[config.mk]
export PLATFORM = sky130hd
export DESIGN_NAME = mem_arbiter
export DESIGN_NICKNAME = d
export VERILOG_FILES = /design/src/rtl/mem_arb_pkg.sv /design/src/rtl/arb_prio_sel.sv /design/src/rtl/mem_arbiter.sv
export SDC_FILE = /design/constraint.sdc
export NUM_CORES = 1
export LEC_CHECK = 0
export CORE_AREA = 2 2 108 110
export CTS_BUF_LIST = sky130_fd_sc_hd__clkbuf_4
export DETAILED_ROUTE_END_ITERATION = 6
export DIE_AREA = 0 0 110 112
export GPL_ROUTABILITY_DRIVEN = 0
export PLACE_DENSITY = 0.71
export SYNTH_ARGS = -nofsm -noshare
export SYNTH_HDL_FRONTEND = slang
export SYNTH_SLANG_ARGS = --single-unit
export TNS_END_PERCENT = 50
[constraint.sdc]
create_clock -name i_clk -period 1.9 [get_ports i_clk]
set_clock_uncertainty 0.05 [all_clocks]
set_input_delay 0.38 -clock i_clk [delete_from_list [all_inputs] [get_ports i_clk]]
set_output_delay 0.38 -clock i_clk [all_outputs]
set_load 0.1 [all_outputs]
[src/rtl/mem_arb_pkg.sv]
// Shared types and constants for the instruction/data memory arbiter.
package mem_arb_pkg;

    typedef enum logic {IDLE, WAIT} state_t;
    typedef enum logic {OWN_IF, OWN_LS} owner_t;

    localparam logic [3:0] BMASK_NONE = 4'b0000;

    // Counter width is fixed by the largest legal read latency so the package stays parameter-free.
    localparam int unsigned MEM_LAT_MAX = 4;
    localparam int unsigned CNT_W = $clog2(MEM_LAT_MAX + 1);

endpackage

[src/rtl/arb_prio_sel.sv]
// Fixed-priority winner select: LSU first, unless the starvation guard hands the slot to fetch.
module arb_prio_sel (
    input  logic if_elig,
    input  logic ls_req,
    input  logic starve_hit,
    output logic pick_if,
    output logic pick_ls
);

    always_comb begin
        pick_ls = ls_req & ~(if_elig & starve_hit);
        pick_if = if_elig & ~pick_ls;
    end

endmodule

[src/rtl/mem_arbiter.sv]
// Single-transaction arbiter sharing one synchronous SRAM between fetch and the LSU.
module mem_arbiter
    import mem_arb_pkg::*;
#(
    parameter int unsigned ADDR_W     = 32,
    parameter int unsigned DATA_W     = 32,
    parameter int unsigned MEM_LAT    = 1,
    parameter int unsigned STARVE_MAX = 4
) (
    input  logic              i_clk,
    input  logic              i_reset,
    input  logic              i_if_req,
    input  logic [ADDR_W-1:0] i_if_addr,
    input  logic              i_if_flush,
    output logic              o_if_gnt,
    output logic              o_if_rvalid,
    output logic [DATA_W-1:0] o_if_rdata,
    input  logic              i_ls_req,
    input  logic              i_ls_we,
    input  logic [ADDR_W-1:0] i_ls_addr,
    input  logic [DATA_W-1:0] i_ls_wdata,
    input  logic [3:0]        i_ls_bmask,
    output logic              o_ls_gnt,
    output logic              o_ls_rvalid,
    output logic [DATA_W-1:0] o_ls_rdata,
    output logic              o_mem_en,
    output logic              o_mem_we,
    output logic [ADDR_W-1:0] o_mem_addr,
    output logic [DATA_W-1:0] o_mem_wdata,
    output logic [3:0]        o_mem_bmask,
    input  logic [DATA_W-1:0] i_mem_rdata
);

    localparam int unsigned STARVE_W = $clog2(STARVE_MAX + 1);

    state_t              state, state_nxt;
    owner_t              owner;
    logic [CNT_W-1:0]    cnt;
    logic [STARVE_W-1:0] starve_cnt;
    logic                drop;

    logic if_elig, starve_hit, pick_if, pick_ls;
    logic arb_en, gnt_if, gnt_ls, issue_rd, done;

    assign if_elig    = i_if_req & ~i_if_flush;
    assign starve_hit = (starve_cnt == STARVE_W'(STARVE_MAX));
    // Reset gates arbitration so no grant can leak out while i_reset is low.
    assign arb_en     = (state == IDLE) & i_reset;
    assign gnt_if     = arb_en & pick_if;
    assign gnt_ls     = arb_en & pick_ls;
    assign issue_rd   = gnt_if | (gnt_ls & ~i_ls_we);
    assign done       = (state == WAIT) && (cnt == '0);

    arb_prio_sel u_sel (
        .if_elig    (if_elig),
        .ls_req     (i_ls_req),
        .starve_hit (starve_hit),
        .pick_if    (pick_if),
        .pick_ls    (pick_ls)
    );

    always_ff @(posedge i_clk or negedge i_reset) begin
        if (!i_reset) state <= IDLE;
        else          state <= state_nxt;
    end

    always_comb begin
        state_nxt = state;
        case (state)
            IDLE:    if (issue_rd) state_nxt = WAIT;
            WAIT:    if (done)     state_nxt = IDLE;
            default: state_nxt = IDLE;
        endcase
    end

    always_ff @(posedge i_clk or negedge i_reset) begin
        if (!i_reset) begin
            owner      <= OWN_IF;
            cnt        <= '0;
            starve_cnt <= '0;
            drop       <= 1'b0;
        end else begin
            if (issue_rd) begin
                owner <= gnt_ls ? OWN_LS : OWN_IF;
                cnt   <= CNT_W'(MEM_LAT - 1);
            end else if (state == WAIT && cnt != '0) begin
                cnt <= cnt - 1'b1;
            end

            if (state == WAIT) begin
                if (done) drop <= 1'b0;
                else if (owner == OWN_IF && i_if_flush) drop <= 1'b1;
            end

            if (arb_en) begin
                if (gnt_if || !if_elig) starve_cnt <= '0;
                else if (gnt_ls && !starve_hit) starve_cnt <= starve_cnt + 1'b1;
            end
        end
    end

    always_comb begin
        o_if_gnt    = gnt_if;
        o_ls_gnt    = gnt_ls;
        o_mem_en    = gnt_if | gnt_ls;
        o_mem_we    = 1'b0;
        o_mem_addr  = '0;
        o_mem_wdata = '0;
        o_mem_bmask = BMASK_NONE;
        if (gnt_ls) begin
            o_mem_we    = i_ls_we;
            o_mem_addr  = i_ls_addr;
            o_mem_wdata = i_ls_wdata;
            o_mem_bmask = i_ls_bmask;
        end else if (gnt_if) begin
            o_mem_addr = i_if_addr;
        end
        // A flush landing on the return cycle itself also suppresses the fetch response.
        o_if_rvalid = done & (owner == OWN_IF) & ~drop & ~i_if_flush;
        o_ls_rvalid = done & (owner == OWN_LS);
        o_if_rdata  = o_if_rvalid ? i_mem_rdata : '0;
        o_ls_rdata  = o_ls_rvalid ? i_mem_rdata : '0;
    end

endmodule

==> impl_metrics.json <==
{
  "finalWorstSetupSlack_ps": -512,
  "violations": "negative setup slack",
  "die_w_um": 110,
  "syn-num-nets": 427,
  "holdBufCountCts": 0,
  "core-area_um2": 11200,
  "root_buffer": "clkbuf_4",
  "worst_ep_arrival_time_ps": 1980,
  "synthCells": 285,
  "finalSetupViolCount": 137,
  "post-synth-top-area-cell": "and2_1",
  "grt_usage": 0.220,
  "p_leak_uw": 0.00298,
  "start_util": 0.172,
  "dp_cells": 714,
  "ys.warnings.count": 0,
  "p_per_area_nw_per_um2": 762,
  "drive_gt1_frac": 0.559,
  "crit_path_end_kind": "output pin",
  "fin_worst_hold_slack_ps": 183,
  "synth.distinct_cells": 36,
  "htreeDepth": 1,
  "seq_area_frac_synth": 0.117,
  "grt_max_degree": 36,
  "final_cell_mix": "146 x buf_12, 133 x clkdlybuf4s50_1, 81 x and2_4",
  "synth_area_per_cell_um2": 6.74,
  "clock_power_share": 0.031,
  "cp-start-kind": "flip-flop",
  "ys_top_cells_by_area": "and2_1 33%, mux2i_1 17%, nand2_1 13%",
  "clock.fmax_ghz": 0.415,
  "cap_violations": 0,
  "intPower_uw": 2460,
  "ys_ff_latch": 9,
  "grt_overflow": 0,
  "path_class": "flip-flop to output pin",
  "num_vias": 3293,
  "grt_pass1_vias": 3566,
  "tightest_slew_ps": 350,
  "synthToLayoutAreaGrowth_pct": 286,
  "cts.clk_slew.worst_paths_ps": 80,
  "grt_pass1_wl_um": 20500,
  "async_reset_ff_frac": 1.00,
  "path_max_fanout": 11,
  "synth_edf_count": 0,
  "fillerInstances": 776,
  "power_frac_seq": 0.056,
  "min_period_ps": 2410,
  "clock-sinks": 9,
  "fin_nets": 735,
  "slew_headroom": 0.767,
  "post-route-period-util": 1.27,
  "p_comb_frac": 0.912,
  "routed_wl_um": 13600,
  "report.final.slew_viol_count": 0,
  "worstRegToRegCells": 7,
  "clk_latency_ps": 270,
  "numCtsBuffers": 3,
  "ir_drop_uv": 463,
  "cts_buffer_depth": 2,
  "fp.dieH_um": 112,
  "rr_startpoint": "starve_cnt[0]$_DFFE_PN0P_",
  "r2r-end": "owner$_DFFE_PN0P_",
  "status": "finished with violations",
  "p_switching_uw": 3190,
  "port_buffers": 275,
  "antenna_found_initial": 3,
  "drtIter0Drc": 155,
  "sw_frac_of_total": 0.565,
  "final_cell_count_no_fill": 737,
  "drt.antenna.violating_nets": 0,
  "rows": 39,
  "cts_tree": "done",
  "synth_top_cell_area_share": 0.332,
  "rsz0062_at_grt": "yes",
  "final_common_cell": "buf_12",
  "die_area_um2": 12300,
  "hpwl_um": 10900,
  "reg2reg_slack_ps": 230,
  "hold_viol_final": 0,
  "viasPerCell": 4.47,
  "hold_class": "input port to async pin",
  "syn-cell-area_um2": 1920,
  "crit_required_ps": 1470,
  "wl_per_cell_um": 18.5,
  "drc_errors": 0,
  "ios": 276,
  "ys.flop_type": "dfrtp_1",
  "dr.pass1.iters": 7
}
## synth_stat cells, types with 2 or more instances
cell type and instances:
ha_1 4, and2_1 102, buf_4 6, inv_1 5, buf_2 11, o21ai_0 2, clkbuf_1 3, a21oi_1 2
nand2_1 67, nand4_1 2, dfrtp_1 9, nor2b_1 4, a31oi_1 3, buf_6 3, nand2b_1 4, mux2i_1 33
nor2_1 6
## state kept, by name, summed over array words and instances, names as in the netlist
| register | count |
|---|---|
| cnt | 3 |
| owner | 1 |
| drop | 1 |
| state | 1 |
| starve_cnt | 3 |
## worst max-delay path by stage
stage / startpoint / to / slack, ps / cells after the start
2_1_floorplan: starve_cnt[0]$_DFFE_PN0P_ / o_mem_addr[10] / -520 / 6
6_report: starve_cnt[1]$_DFFE_PN0P_ / o_mem_addr[5] / -510 / 7
4_1_cts: starve_cnt[1]$_DFFE_PN0P_ / o_mem_addr[10] / -480 / 7
5_1_grt: starve_cnt[0]$_DFFE_PN0P_ / o_mem_addr[3] / -600 / 7
3_5_place_dp: i_if_req / o_mem_addr[25] / -610 / 7
3_3_place_gp: i_if_flush / o_mem_addr[10] / -550 / 7
## kinds of logic after synthesis
group / after synthesis / share of synthesized area
fa+ha+maj: 4 / 0.0260
flops: 9 / 0.117
simple gates: 194 / 0.544
buf+inv: 30 / 0.0892
mux: 33 / 0.172
compound gates: 15 / 0.0514
## per-layer routing
metal	vias up	part of all wire	GRT usage
met5	-	0.00095	0
met4	2	0.024	0.0667
met3	18	0.11	0.0656
met2	215	0.51	0.388
met1	1523	0.36	0.250
li1	1535	-	-
## power by group through the flow
stage               Sequential (uW)  Clock (uW)  Combinational [uW]
floorplan                       299           0                3040
global placement                311           0                4880
detailed placement              318           0                4930
CTS                             315         175                5140
global route                    324         193                5330
finish                          319         178                5150
## worst max-delay path, stage by stage (launching register included)
cell and delay [ps]:
dfrtp_1 390, inv_2 80, ha_4 140, nand4b_1 190, nand2_4 210, buf_12 220
mux2i_4 270, buf_12 200
## layout make-up
| cell class | instances | area [um2] | share of cell area |
|---|---|---|---|
| Multi-Input combinational cell | 248 | 2240 | 0.302 |
| Antenna cell | 2 | 5.00 | 0.000675 |
| Timing Repair Buffer | 324 | 4710 | 0.635 |
| Inverter | 7 | 26.3 | 0.00354 |
| Clock buffer | 4 | 30.0 | 0.00405 |
| Tap cell | 143 | 179 | 0.0241 |
| Sequential cell | 9 | 226 | 0.0305 |
## through the flow
step	instance area (um2)	power, uW	setup TNS, ps	worst slack, ps	utilization
after floorplan	2560	3330	-43910	-524	-
after global placement	7000	5190	-48230	-549	0.627
after detailed placement	7000	5250	-51790	-614	0.627
after CTS	7380	5630	-54210	-484	0.661
after global routing	7420	5840	-66150	-596	0.664
final	7420	5650	-55480	-512	0.664
## timing repair
| action | 4_1_cts | 5_1_grt |
|---|---|---|
| cloned | 7 | 0 |
| setup buffers | 9 | 4 |
| resized for setup | 58 | 14 |
| pin swaps | 36 | 19 |
| setup endpoints to repair | 138 | 138 |
(Power assumes the default switching activity.)
